**config.mk**
```make
export PLATFORM = sky130hd
export DESIGN_NAME = mouse_proximity_scanner
export DESIGN_NICKNAME = d
export VERILOG_FILES = /design/src/rtl/mouse_proximity_scanner.sv
export SDC_FILE = /design/constraint.sdc
export NUM_CORES = 1
export LEC_CHECK = 0
export CORE_ASPECT_RATIO = 2
export CORE_UTILIZATION = 50
export CTS_CLUSTER_DIAMETER = 50
export CTS_CLUSTER_SIZE = 40
export DETAILED_ROUTE_END_ITERATION = 8
export PLACE_DENSITY = 0.78
export SYNTH_ARGS = -nofsm -noshare
export SYNTH_HDL_FRONTEND = slang
export SYNTH_SLANG_ARGS = --single-unit
```
**constraint.sdc**
```tcl
create_clock -name clk -period 12.5 [get_ports clk]
set_input_delay 1.875 -clock clk [delete_from_list [all_inputs] [get_ports clk]]
set_output_delay 1.875 -clock clk [all_outputs]
set_load 0.02 [all_outputs]
```
**src/rtl/mouse_proximity_scanner.sv**
```systemverilog
// Scans N_OBJ object positions against a latched mouse position, flags close objects
// with hysteresis and reports the nearest one (Chebyshev metric), publishing atomically.
module mouse_proximity_scanner #(
  parameter int N_OBJ     = 8,
  parameter int FRAC_BITS = 12,
  parameter int THRESH    = 20,
  parameter int HYST      = 2,
  localparam int IW       = (N_OBJ > 1) ? $clog2(N_OBJ) : 1
) (
  input  logic             clk,
  input  logic             rst,
  input  logic             start,
  input  logic [31:0]      x_mouse,
  input  logic [31:0]      y_mouse,
  output logic [IW-1:0]    obj_idx,
  input  logic [31:0]      obj_x,
  input  logic [31:0]      obj_y,
  output logic             busy,
  output logic             done,
  output logic [N_OBJ-1:0] close_mask,
  output logic [N_OBJ-1:0] dir_mask,
  output logic             any_close,
  output logic [IW-1:0]    nearest_idx
);

  localparam logic [IW-1:0] LAST_IDX = IW'(N_OBJ - 1);

  typedef enum logic [1:0] {IDLE, SCAN, DRAIN, PUBLISH} state_t;

  state_t state, state_nxt;

  logic [IW-1:0]    idx_nxt;
  logic             accept;
  logic [31:0]      xm, ym;
  logic             eval_vld;
  logic [IW-1:0]    eval_idx;

  logic [N_OBJ-1:0] sh_close, sh_dir;
  logic             sh_any;
  logic [IW-1:0]    sh_best_idx;
  logic [31:0]      sh_best_dist;

  logic [N_OBJ-1:0] sh_close_nxt, sh_dir_nxt;
  logic             sh_any_nxt;
  logic [IW-1:0]    sh_best_idx_nxt;
  logic [31:0]      sh_best_dist_nxt;

  logic [31:0]      dx, dy, ax, ay, ix, iy, cheb;
  logic             was_close, obj_close;

  always_ff @(posedge clk) begin
    if (rst) state <= IDLE;
    else     state <= state_nxt;
  end

  always_comb begin
    state_nxt = state;
    idx_nxt   = obj_idx;
    accept    = 1'b0;
    busy      = 1'b0;
    done      = 1'b0;
    case (state)
      IDLE: begin
        idx_nxt = '0;
        if (start) begin
          state_nxt = SCAN;
          accept    = 1'b1;
        end
      end
      SCAN: begin
        busy = 1'b1;
        if (obj_idx == LAST_IDX) state_nxt = DRAIN;
        else                     idx_nxt   = obj_idx + 1'b1;
      end
      DRAIN: begin
        busy      = 1'b1;
        state_nxt = PUBLISH;
        idx_nxt   = '0;
      end
      PUBLISH: begin
        done      = 1'b1;
        state_nxt = IDLE;
        idx_nxt   = '0;
      end
      default: begin
        state_nxt = IDLE;
        idx_nxt   = '0;
      end
    endcase
  end

  // Absolute values are taken unsigned so the most negative difference stays maximally far.
  always_comb begin
    dx        = obj_x - xm;
    dy        = ym - obj_y;
    ax        = dx[31] ? (32'd0 - dx) : dx;
    ay        = dy[31] ? (32'd0 - dy) : dy;
    ix        = ax >> FRAC_BITS;
    iy        = ay >> FRAC_BITS;
    cheb      = (ax > ay) ? ax : ay;
    was_close = close_mask[eval_idx];
    obj_close = ((ix < 32'(THRESH)) && (iy < 32'(THRESH))) ||
                (was_close && (ix < 32'(THRESH + HYST)) && (iy < 32'(THRESH + HYST)));
  end

  // Objects arrive in index order, so a strict compare keeps the lowest index on ties.
  always_comb begin
    sh_close_nxt     = sh_close;
    sh_dir_nxt       = sh_dir;
    sh_any_nxt       = sh_any;
    sh_best_idx_nxt  = sh_best_idx;
    sh_best_dist_nxt = sh_best_dist;
    if (eval_vld) begin
      sh_close_nxt[eval_idx] = obj_close;
      sh_dir_nxt[eval_idx]   = dx[31];
      if (obj_close && (!sh_any || (cheb < sh_best_dist))) begin
        sh_any_nxt       = 1'b1;
        sh_best_idx_nxt  = eval_idx;
        sh_best_dist_nxt = cheb;
      end
    end
  end

  always_ff @(posedge clk) begin
    if (rst) begin
      obj_idx      <= '0;
      eval_vld     <= 1'b0;
      eval_idx     <= '0;
      xm           <= '0;
      ym           <= '0;
      sh_close     <= '0;
      sh_dir       <= '0;
      sh_any       <= 1'b0;
      sh_best_idx  <= '0;
      sh_best_dist <= '0;
      close_mask   <= '0;
      dir_mask     <= '0;
      any_close    <= 1'b0;
      nearest_idx  <= '0;
    end else begin
      obj_idx  <= idx_nxt;
      eval_vld <= (state == SCAN);
      eval_idx <= obj_idx;
      if (accept) begin
        xm           <= x_mouse;
        ym           <= y_mouse;
        sh_close     <= '0;
        sh_dir       <= '0;
        sh_any       <= 1'b0;
        sh_best_idx  <= '0;
        sh_best_dist <= '0;
      end else begin
        sh_close     <= sh_close_nxt;
        sh_dir       <= sh_dir_nxt;
        sh_any       <= sh_any_nxt;
        sh_best_idx  <= sh_best_idx_nxt;
        sh_best_dist <= sh_best_dist_nxt;
      end
      // The last object is folded in on the same edge that enters PUBLISH.
      if (state == DRAIN) begin
        close_mask  <= sh_close_nxt;
        dir_mask    <= sh_dir_nxt;
        any_close   <= sh_any_nxt;
        nearest_idx <= sh_best_idx_nxt;
      end
    end
  end

endmodule

```
==> metrics.txt <==
pin count of the biggest net entering global routing 65; relative slew slack around 43%; # fillers 2445; leak pwr 6.08 nW; initial antenna violation count 0; # IOs ~160; vias per cell 5.96; worst slew pin tran 838 ps; final setup fails 0; gp weighted congestion approximately 1; mean routed wirelength per cell 17.9 µm; GRT overflow 0; TritonCTS clock tree done; Place WS 1160 ps; Highest Clock Rate 0.0914 GHz; Hold WC Path Type reg2reg; FFs w/ async S/R, synth 0%; Port-buffer cells 155; gr usage total 29.4%; H-Tree Depth 4; min Tclk post-route roughly 11000 ps; Die Area approximately 0.027 mm²; Worst Path Required 12820 ps; Mapped Area between 0.01 and 0.015 mm²; Max IR drop VDD 0.131 mV; row cnt 84; via count 13.3k; Die Y 233 µm; clock slew at reported path FFs 60 ps; met3 usage 3.56%; worst-path fanout max 28; Mapped Cells 1779; slowest stage delay, CP about 560 ps; Yosys warning total 0; unrepaired setup endpoints after global routing no; outcome finished clean; CTS root buffer clkbuf_16; GRT met2 Usage 57.3%; Max clock buf depth 2; layout cells sized above 1 5.60%; grt met1 use around 29%; Power Density between 200 and 300 mW/mm²; Post-Route WL roughly 40 mm; Die W 118 µm; drt drc 0; post-CTS setup buffer count 0; setup tns final 0 ps; Syn Nets 2040; Max Slew Vio Count 0; Worst EP arrival around 11000 ps; Final WS setup 1560 ps; core box area 0.0263 mm²; Max Cap Viol 0; Crit Path Class in2reg; first-pass GRT wire length 64.3 mm; Num Clock Sinks 145; Starting Density between 50% and 60%; Antenna Nets Post-Route 0; Final Hold Vio Count 0; worst skew pair latency 460 ps; Post-synth EDFFs 0; CTS buffer count 17; skew final approximately 17 ps; busiest grt layer met2; Final period util 87.5%; DP Wirelength 32.8 mm; vias in the first global route 13.1k; synthesis-stage register bit count 145; Final nets 2143; cells resized by post-CTS repair 0; Area growth syn-to-layout 17.3%; Post-synth top flop dfxtp_1; crit path launch type input port; Iteration-0 DRC Markers between 800 and 900; Synth cell types 102; crit end category flip-flop; Post-CTS Hold Fix Bufs 0; n_diodes 0; CP max stage cell or4_1; Seq/Total Area, Yosys 21.7%; syn avg cell area around 7.5 µm²; first-pass detailed-route iteration total 5
==> registers in the layout (all words and copies together) (netlist names) <==
register / cells
any_close: 1
close_mask: 8
dir_mask: 8
eval_idx: 3
eval_vld: 1
nearest_idx: 3
obj_idx: 3
sh_any: 1
sh_best_dist: 32
sh_best_idx: 3
sh_close: 8
sh_dir: 8
state: 2
xm: 32
ym: 32
==> kinds of logic after synthesis <==
family / share of synthesized area, %
AND/OR/NAND/NOR: 22.7
flip-flops: 21.7
buffers and inverters: 6.43
XOR/XNOR: 7.18
adder cells (fa/ha/maj): 12.4
multiplexers: 3.74
AO/OA/AOI/OAI: 25.8
==> synthesized netlist by cell type (6+ instances only) <==
cell type,instances,share of area [%]
mux2i_1,42,3.1
o21ai_0,67,2.5
buf_1,6,0.17
nand4_1,40,1.9
nand3_1,24,0.90
o211ai_1,14,0.79
nand2b_1,9,0.42
a41oi_1,7,0.46
and3_1,15,0.70
nand2_1,218,6.1
a31o_2,6,0.39
and4_1,9,0.59
o31a_1,7,0.46
buf_2,13,0.49
xnor2_1,60,3.9
o21bai_1,6,0.34
nor4_1,10,0.47
o211a_1,7,0.53
nor2b_1,23,1.1
nor3_1,57,2.1
a31oi_1,21,0.98
a21oi_1,192,7.2
inv_1,127,3.6
xor2_1,42,2.8
nand4b_1,7,0.46
o31ai_1,10,0.56
a211oi_1,34,1.9
o21ai_1,7,0.26
dfxtp_1,145,22
o21a_1,19,1.1
ha_1,128,12
clkbuf_1,62,1.7
and2_1,17,0.80
nor2_1,135,3.8
or3_1,13,0.61
a21o_1,51,2.9
==> layout by cell type, fill, tap and decap left out, types with 9 or more instances in the layout <==
cell type        netlist  final
and3_1                15     15
o21a_1                19     19
nor2b_1               23     23
mux2i_1               42     42
a211oi_1              34     34
o21ai_0               67     67
clkdlybuf4s50_1        0    154
inv_1                127    127
and2_1                17     16
nand4_1               40     40
ha_1                 128    128
xnor2_1               60     60
clkbuf_16              0     17
nand2_1              218    217
o211ai_1              14     14
a21o_1                51     51
o31ai_1               10     10
buf_4                  1     16
nand2b_1               9      9
nor2_1               135    135
or3_1                 13     13
nand3_1               24     24
a21oi_1              192    192
nor3_1                57     57
and4_1                 9      9
a31oi_1               21     21
nor4_1                10     10
dfxtp_1              145    145
xor2_1                42     42
==> worst max-delay path: cells and delay by family <==
kind	cells	cell delay, ps
fa+ha+maj	3	1080
buf+inv	5	1070
xor+xnor	1	210
compound gates	10	2470
mux	1	240
simple gates	17	4330
==> worst paths after layout <==
path / start / slack [ps] / depth (start not counted) / end
setup reg to reg: ym[0] / 3090 / 37 / sh_best_dist[9]
hold reg to reg: sh_best_dist[24] / 450 / 2 / sh_best_dist[24]
setup / recovery: obj_y[10] / 1560 / 37 / sh_best_dist[9]
hold / removal: sh_best_dist[24] / 450 / 2 / sh_best_dist[24]
==> cell type report <==
class	count	area, µm²	area share [%]
repair buffers	171	1680	10.7
clock buffers	20	467	2.98
multi-input cells	1420	9600	61.3
well taps	344	430	2.75
flip-flops and latches	145	2900	18.5
inverters	127	477	3.04
clock inverters	11	105	0.671
==> per-layer routing <==
layer | wire (µm) | vias up
met5 | 0 | -
met2 | 21600 | 378
met3 | 1250 | 117
met1 | 15100 | 6248
met4 | 2250 | 0
li1 | - | 6593
==> stage by stage <==
step	util, %	instances	area (µm²)	total power [W]	hold slack, ps
final	59.6	2238	15700	0.00423	451
after global routing	59.6	2238	15700	0.00459	474
after CTS	59.6	2238	15700	0.00421	455
after detailed placement	57.4	2207	15100	0.00369	446
after global placement	57.4	2207	15100	0.00364	441
after floorplan	-	1779	13300	0.00281	430
==> power breakdown <==
group / internal, W / total (W) / switching (W)
clock: 0.000289 / 0.000514 / 0.000224
sequential: 0.000535 / 0.000583 / 0.0000480
combinational: 0.00122 / 0.00313 / 0.00191
Note: power is estimated with default switching activity, not from simulation.
==> edit 1, RTL diff (config.mk and constraints unchanged) <==
Change the parameter `N_OBJ` from 8 to 16.
--- a/src/rtl/mouse_proximity_scanner.sv
+++ b/src/rtl/mouse_proximity_scanner.sv
@@ -2,5 +2,5 @@
 // with hysteresis and reports the nearest one (Chebyshev metric), publishing atomically.
 module mouse_proximity_scanner #(
-  parameter int N_OBJ     = 8,
+  parameter int N_OBJ     = 16,
   parameter int FRAC_BITS = 12,
   parameter int THRESH    = 20,
Interface: changed (resized close_mask, dir_mask, nearest_idx and obj_idx); port bits go from 156 to 174. The function was not compared with the original's and may differ.
==> edit 1 against the unedited design <==
Fmax decreased by 2.4%; area after synthesis rose by 10%; routed wire length grew 13%; design area rose by 11%; global-route usage up 0.79 points; critical endpoint is now nearest_idx[3]$_SDFFE_PP0P_; critical path depth is 1 higher; setup slack worse by 0.27 ns; die area grew 10%; total power increased by 5.9%; register-to-register slack got worse by 0.37 ns; sequential cell count up 36; first-iteration DRC count shrank 8.5%; sequential power rose by 25%.
==> edit 1: results (changes against the unedited design) <==
- Port Buf Inserts: 173 (+12%)
- Flop pwr share: 0.163 (+0.025)
- Pre-CTS WS: 0.907 ns (-0.251 ns)
- CP max FO: 21 (-25%)
- First-pass GRT wire length: 70,500 µm (+9.7%)
- Vias in the first global route: 14,500 (+10%)
- Leak: 6.75 nW (+11%)
- HPWL Detailed: 35,600 µm (+8.6%)
- Comb_multi_in: 1,510 (+6.3%)
- Layout cells sized above 1: 0.0500 (-0.00597)
- Syn nets: 2,196 (+7.6%)
- CLK BUF: 17 (-15%)
- Fillers: 2,658 (+8.7%)
- N_diodes: 1 (+1)
- Synth top area share: 0.246 (+0.0288)
- Crit path max-delay family: compound AO/OA/AOI/OAI gates
- Met1 wire length: 16,000 µm (+5.9%)
- CP arrival: 11.54 ns (+0.28 ns)
- Inverters: 152 (+20%)
- Clk Latency, worst-skew pair: 0.48 ns (+0.02 ns)
- Slowest stage delay, CP: 0.65 ns (+0.09 ns)
- Grt met1 use: 0.282 (-0.00911)
- Run status: complete, no violations
- Initial DRC count: 782 (-8.5%)
- Post-Synth XOR/XNOR Area: 0.0616 (-0.0102)
- Fraction of area in multi-input gates: 0.587 (-0.0253)
- Largest net degree at the start of global routing: 76 (+17%)
- Met2 usage: 0.584 (+0.0106)
- Cells on worst reg2reg path: 33 (-11%)
- Finished Layout Cells: 2,421 (+8.2%)
- Max IR drop VDD: 0.000174 V (+33%)
- Clock network area share: 0.0381 (+0.00159)
- Via count: 14,600 (+9.7%)
- WL met3: 1590 µm (+27%)
- Clk pin slew, worst setup/hold paths: 0.09 ns (+0.03 ns)
- Post-Synth Adder-Cell Area: 0.111 (-0.0123)
- Total wire length: 45,500 µm (+13%)
- Area of all placed cells without fillers: 17,300 µm² (+11%)
- Worst path slowest cell: nand3_1
- Synth area leaders: dfxtp_1, ha_1, a21oi_1
- P_clk: 0.606 mW (+18%)
- Number of non-clock buffers: 185 (+8.2%)
- Avg Cell Area, Syn: 7.60 µm² (+1.3%)
- Netlist cell types: 89 (-13%)
- Seq area share: 0.209 (+0.0240)
- Row cnt: 88 (+4.8%)
- Design Power: 4.48 mW (+5.9%)
- Initial antenna violation count: 1 (+1)
- Cell Int Power: 2.19 mW (+6.7%)
- GRT Overall Usage: 0.302 (+0.00785)
- Register area share after synthesis: 0.246 (+0.0288)
- Signal buf overhead: 0.106 (-0.00153)
- Slew margin rel.: 0.232 (-0.201)
edit 1: changes by cell type after synthesis, moves of 11 or more:
cell,delta
dfxtp_1,+36
clkbuf_1,+11
nor2_1,+55
a211o_1,+11
nand2b_1,+12
a21oi_1,+19
a211oi_1,+21
and3_1,+16
nor3_1,-30
inv_1,+25
nand2_1,-24
nand3b_1,+23
a21o_1,-17
edit 1: path summary, 6_finish.rpt:
path	endpoint	from	slack, ns
hold / removal	xm[17]$_SDFFE_PP0P_	xm[17]$_SDFFE_PP0P_	0.46
setup reg to reg	nearest_idx[3]$_SDFFE_PP0P_	xm[0]$_SDFFE_PP0P_	2.72
hold reg to reg	xm[17]$_SDFFE_PP0P_	xm[17]$_SDFFE_PP0P_	0.46
setup / recovery	nearest_idx[3]$_SDFFE_PP0P_	obj_x[6]	1.29
edit 1: worst min-delay path, stage by stage (launching register included):
cell     delay (ns)
dfxtp_1        0.32
nand2_1        0.05
a21oi_1        0.05
==> edit 2, RTL diff (config.mk and constraints unchanged) <==
Without the edit above. Re-encode `state_t` (4 states) as one-hot, 4 bits wide.
--- a/src/rtl/mouse_proximity_scanner.sv
+++ b/src/rtl/mouse_proximity_scanner.sv
@@ -26,5 +26,5 @@
   localparam logic [IW-1:0] LAST_IDX = IW'(N_OBJ - 1);
 
-  typedef enum logic [1:0] {IDLE, SCAN, DRAIN, PUBLISH} state_t;
+  typedef enum logic [3:0] {IDLE = 4'b0001, SCAN = 4'b0010, DRAIN = 4'b0100, PUBLISH = 4'b1000} state_t;
 
   state_t state, state_nxt;
Formal check against the unedited RTL: same outputs for any inputs over 10 cycles, from zero or initial values and one cycle with rst high; not proved beyond that.
==> edit 2 against the unedited design <==
Largest cell class unchanged; first-iteration DRC count shrank 19%; sequential cell count grew 2; area after synthesis grew 3.7%; setup slack lost 0.67 ns; non-clock buffer count grew 4; design area grew 3.6%; global-route usage grew 1.0 points; routed wire length grew 5.8%; critical endpoint is now sh_best_dist[11]$_SDFFE_PP0P_.
Power is not compared: it rests on default switching activity, and its combinational part moved more than twofold at a synthesized area within 25%.
==> edit 2: results (changes against the unedited design) <==
- Post-CTS Setup Bufs: 0 (unchanged)
- Critical Path End: sh_best_dist[11]$_SDFFE_PP0P_
- Initial antenna violation count: 0 (unchanged)
- Hold Path Class: register to register
- GPL Wtd Cong: 0.960 (-3.9%)
- Clock power frac: 0.213
- Post-Synth XOR/XNOR Area: 0.0670 (-0.00481)
- Slew margin rel.: 0.299 (-0.134)
- Leak: 6.23 nW
- GRT Overall Usage: 0.305 (+0.0104)
- Post-Synth Adder-Cell Area: 0.117 (-0.00674)
- Crit path launch: obj_y[12]
- Biggest regs: sh_best_dist: 32 flops, xm: 32 flops, ym: 32 flops
- Synth top cells by count: nand2_1, a21oi_1, dfxtp_1
- Endpoints failing setup: 0 (unchanged)
- Run status: complete, no violations
- Mux cell area share after synthesis: 0.0420 (+0.00455)
- Clock Path Buffers: 2 (unchanged)
- Layout cells sized above 1: 0.0503 (-0.00569)
- Total wire length: 42,400 µm (+5.8%)
- WHS Path Cells: 2 (unchanged)
- Initial DRC count: 692 (-19%)
- Root Driver: clkbuf_16
- Final nets: 2,232 (+4.2%)
- Synth area leaders: dfxtp_1, ha_1, a21oi_1
- Netlist cell types: 94 (-7.8%)
- Slowest stage delay, CP: 0.74 ns (+0.18 ns)
- HPWL Detailed: 33,800 µm (+2.9%)
- Hold Path Origin: xm[16]$_SDFFE_PP0P_
- Slew Viols, Final: 0 (unchanged)
- Clk pin slew, worst setup/hold paths: 0.07 ns
- DP Cell Count: 2,305 (+4.4%)
- Register area share after synthesis: 0.213 (-0.00482)
- R2r setup slk: 2.45 ns (-0.64 ns)
- Synth Instances: 1,875 (+5.4%)
- Max IR drop VDD: 0.000113 V
- Finished Layout Cells: 2,338 (+4.5%)
- First-pass GRT wire length: 68,600 µm (+6.7%)
- Post-synthesis compound-gate area fraction: 0.260 (+0.00234)
- Hold Crit Endpoint: xm[16]$_SDFFE_PP0P_
- Worst path slowest cell: o311ai_4
- Clk Latency, worst-skew pair: 0.47 ns
- Largest net degree at the start of global routing: 92 (+42%)
- CP max FO: 18 (-36%)
- Cells on worst reg2reg path: 40 (+8.1%)
- Synth Flop Type: dfxtp_1
- First drt pass iteration count: 7 (+2)
- H-tree depth: 4 (unchanged)
- P_seq: 0.493 mW
- Reg2Reg Launch Point: ym[0]$_SDFFE_PP0P_
- Clock Skews: 0.00939 ns (-0.00739 ns)
- CTS buffer count: 17 (unchanged)
- DR vias/cell: 6.06 (+1.8%)
- Syn nets: 2,131 (+4.5%)
-- edit 2: cell types whose count changed in the layout (fill, tap and decap cells not counted), sizes merged, moves of 12 or more --
cell | unedited run | this run
o21ai | 75 | 104
a21o | 51 | 35
inv | 129 | 144
a21oi | 193 | 179
nand3 | 25 | 39
o31a | 7 | 19
-- edit 2: worst max-delay path: cells and delay by family --
family	cells	cell delay [ns]
compound gates	17	4.08
simple gates	14	3.60
fa+ha+maj	3	1.10
buf+inv	4	1.03
mux	1	0.21
-- edit 2: metrics by stage --
step	hold slack [ns]	instance area [µm²]	util	total power, mW	setup slack (ns)
floorplan	0.430	13800	-	1.49	2.28
global placement	0.442	15600	0.578	1.85	0.816
detailed placement	0.447	15600	0.578	1.88	0.594
CTS	0.456	16200	0.600	2.40	1.08
global route	0.465	16200	0.600	2.59	0.0547
finish	0.452	16200	0.601	2.42	0.891
-- edit 2: cell type report --
cell class,count,area [µm²]
clock inverter,15,161
antenna,1,2.50
sequential,147,2940
multi-input combinational,1500,10000
fill,2598,10800
tap,348,435
inverter,135,507
clock buffer,17,425
timing repair buffer,175,1710
-- edit 2: logic make-up after synthesis --
group	after synthesis
AO/OA/AOI/OAI	547
XOR/XNOR	105
adder cells (fa/ha/maj)	129
buffers and inverters	228
flip-flops	147
multiplexers	55
AND/OR/NAND/NOR	664
-- edit 2: what timing repair did --
item	CTS	global route
hold buffers	0	0
resized for setup	0	1
setup endpoints to repair	0	18
-- edit 2: layer usage --
metal	up-vias	share of wire	global-route usage	wire, µm
met4	0	0.077	0.231	3280
met1	6618	0.35	0.275	14800
li1	7000	-	-	-
met2	372	0.54	0.593	23100
met5	-	0	0	0
met3	186	0.030	0.0451	1290
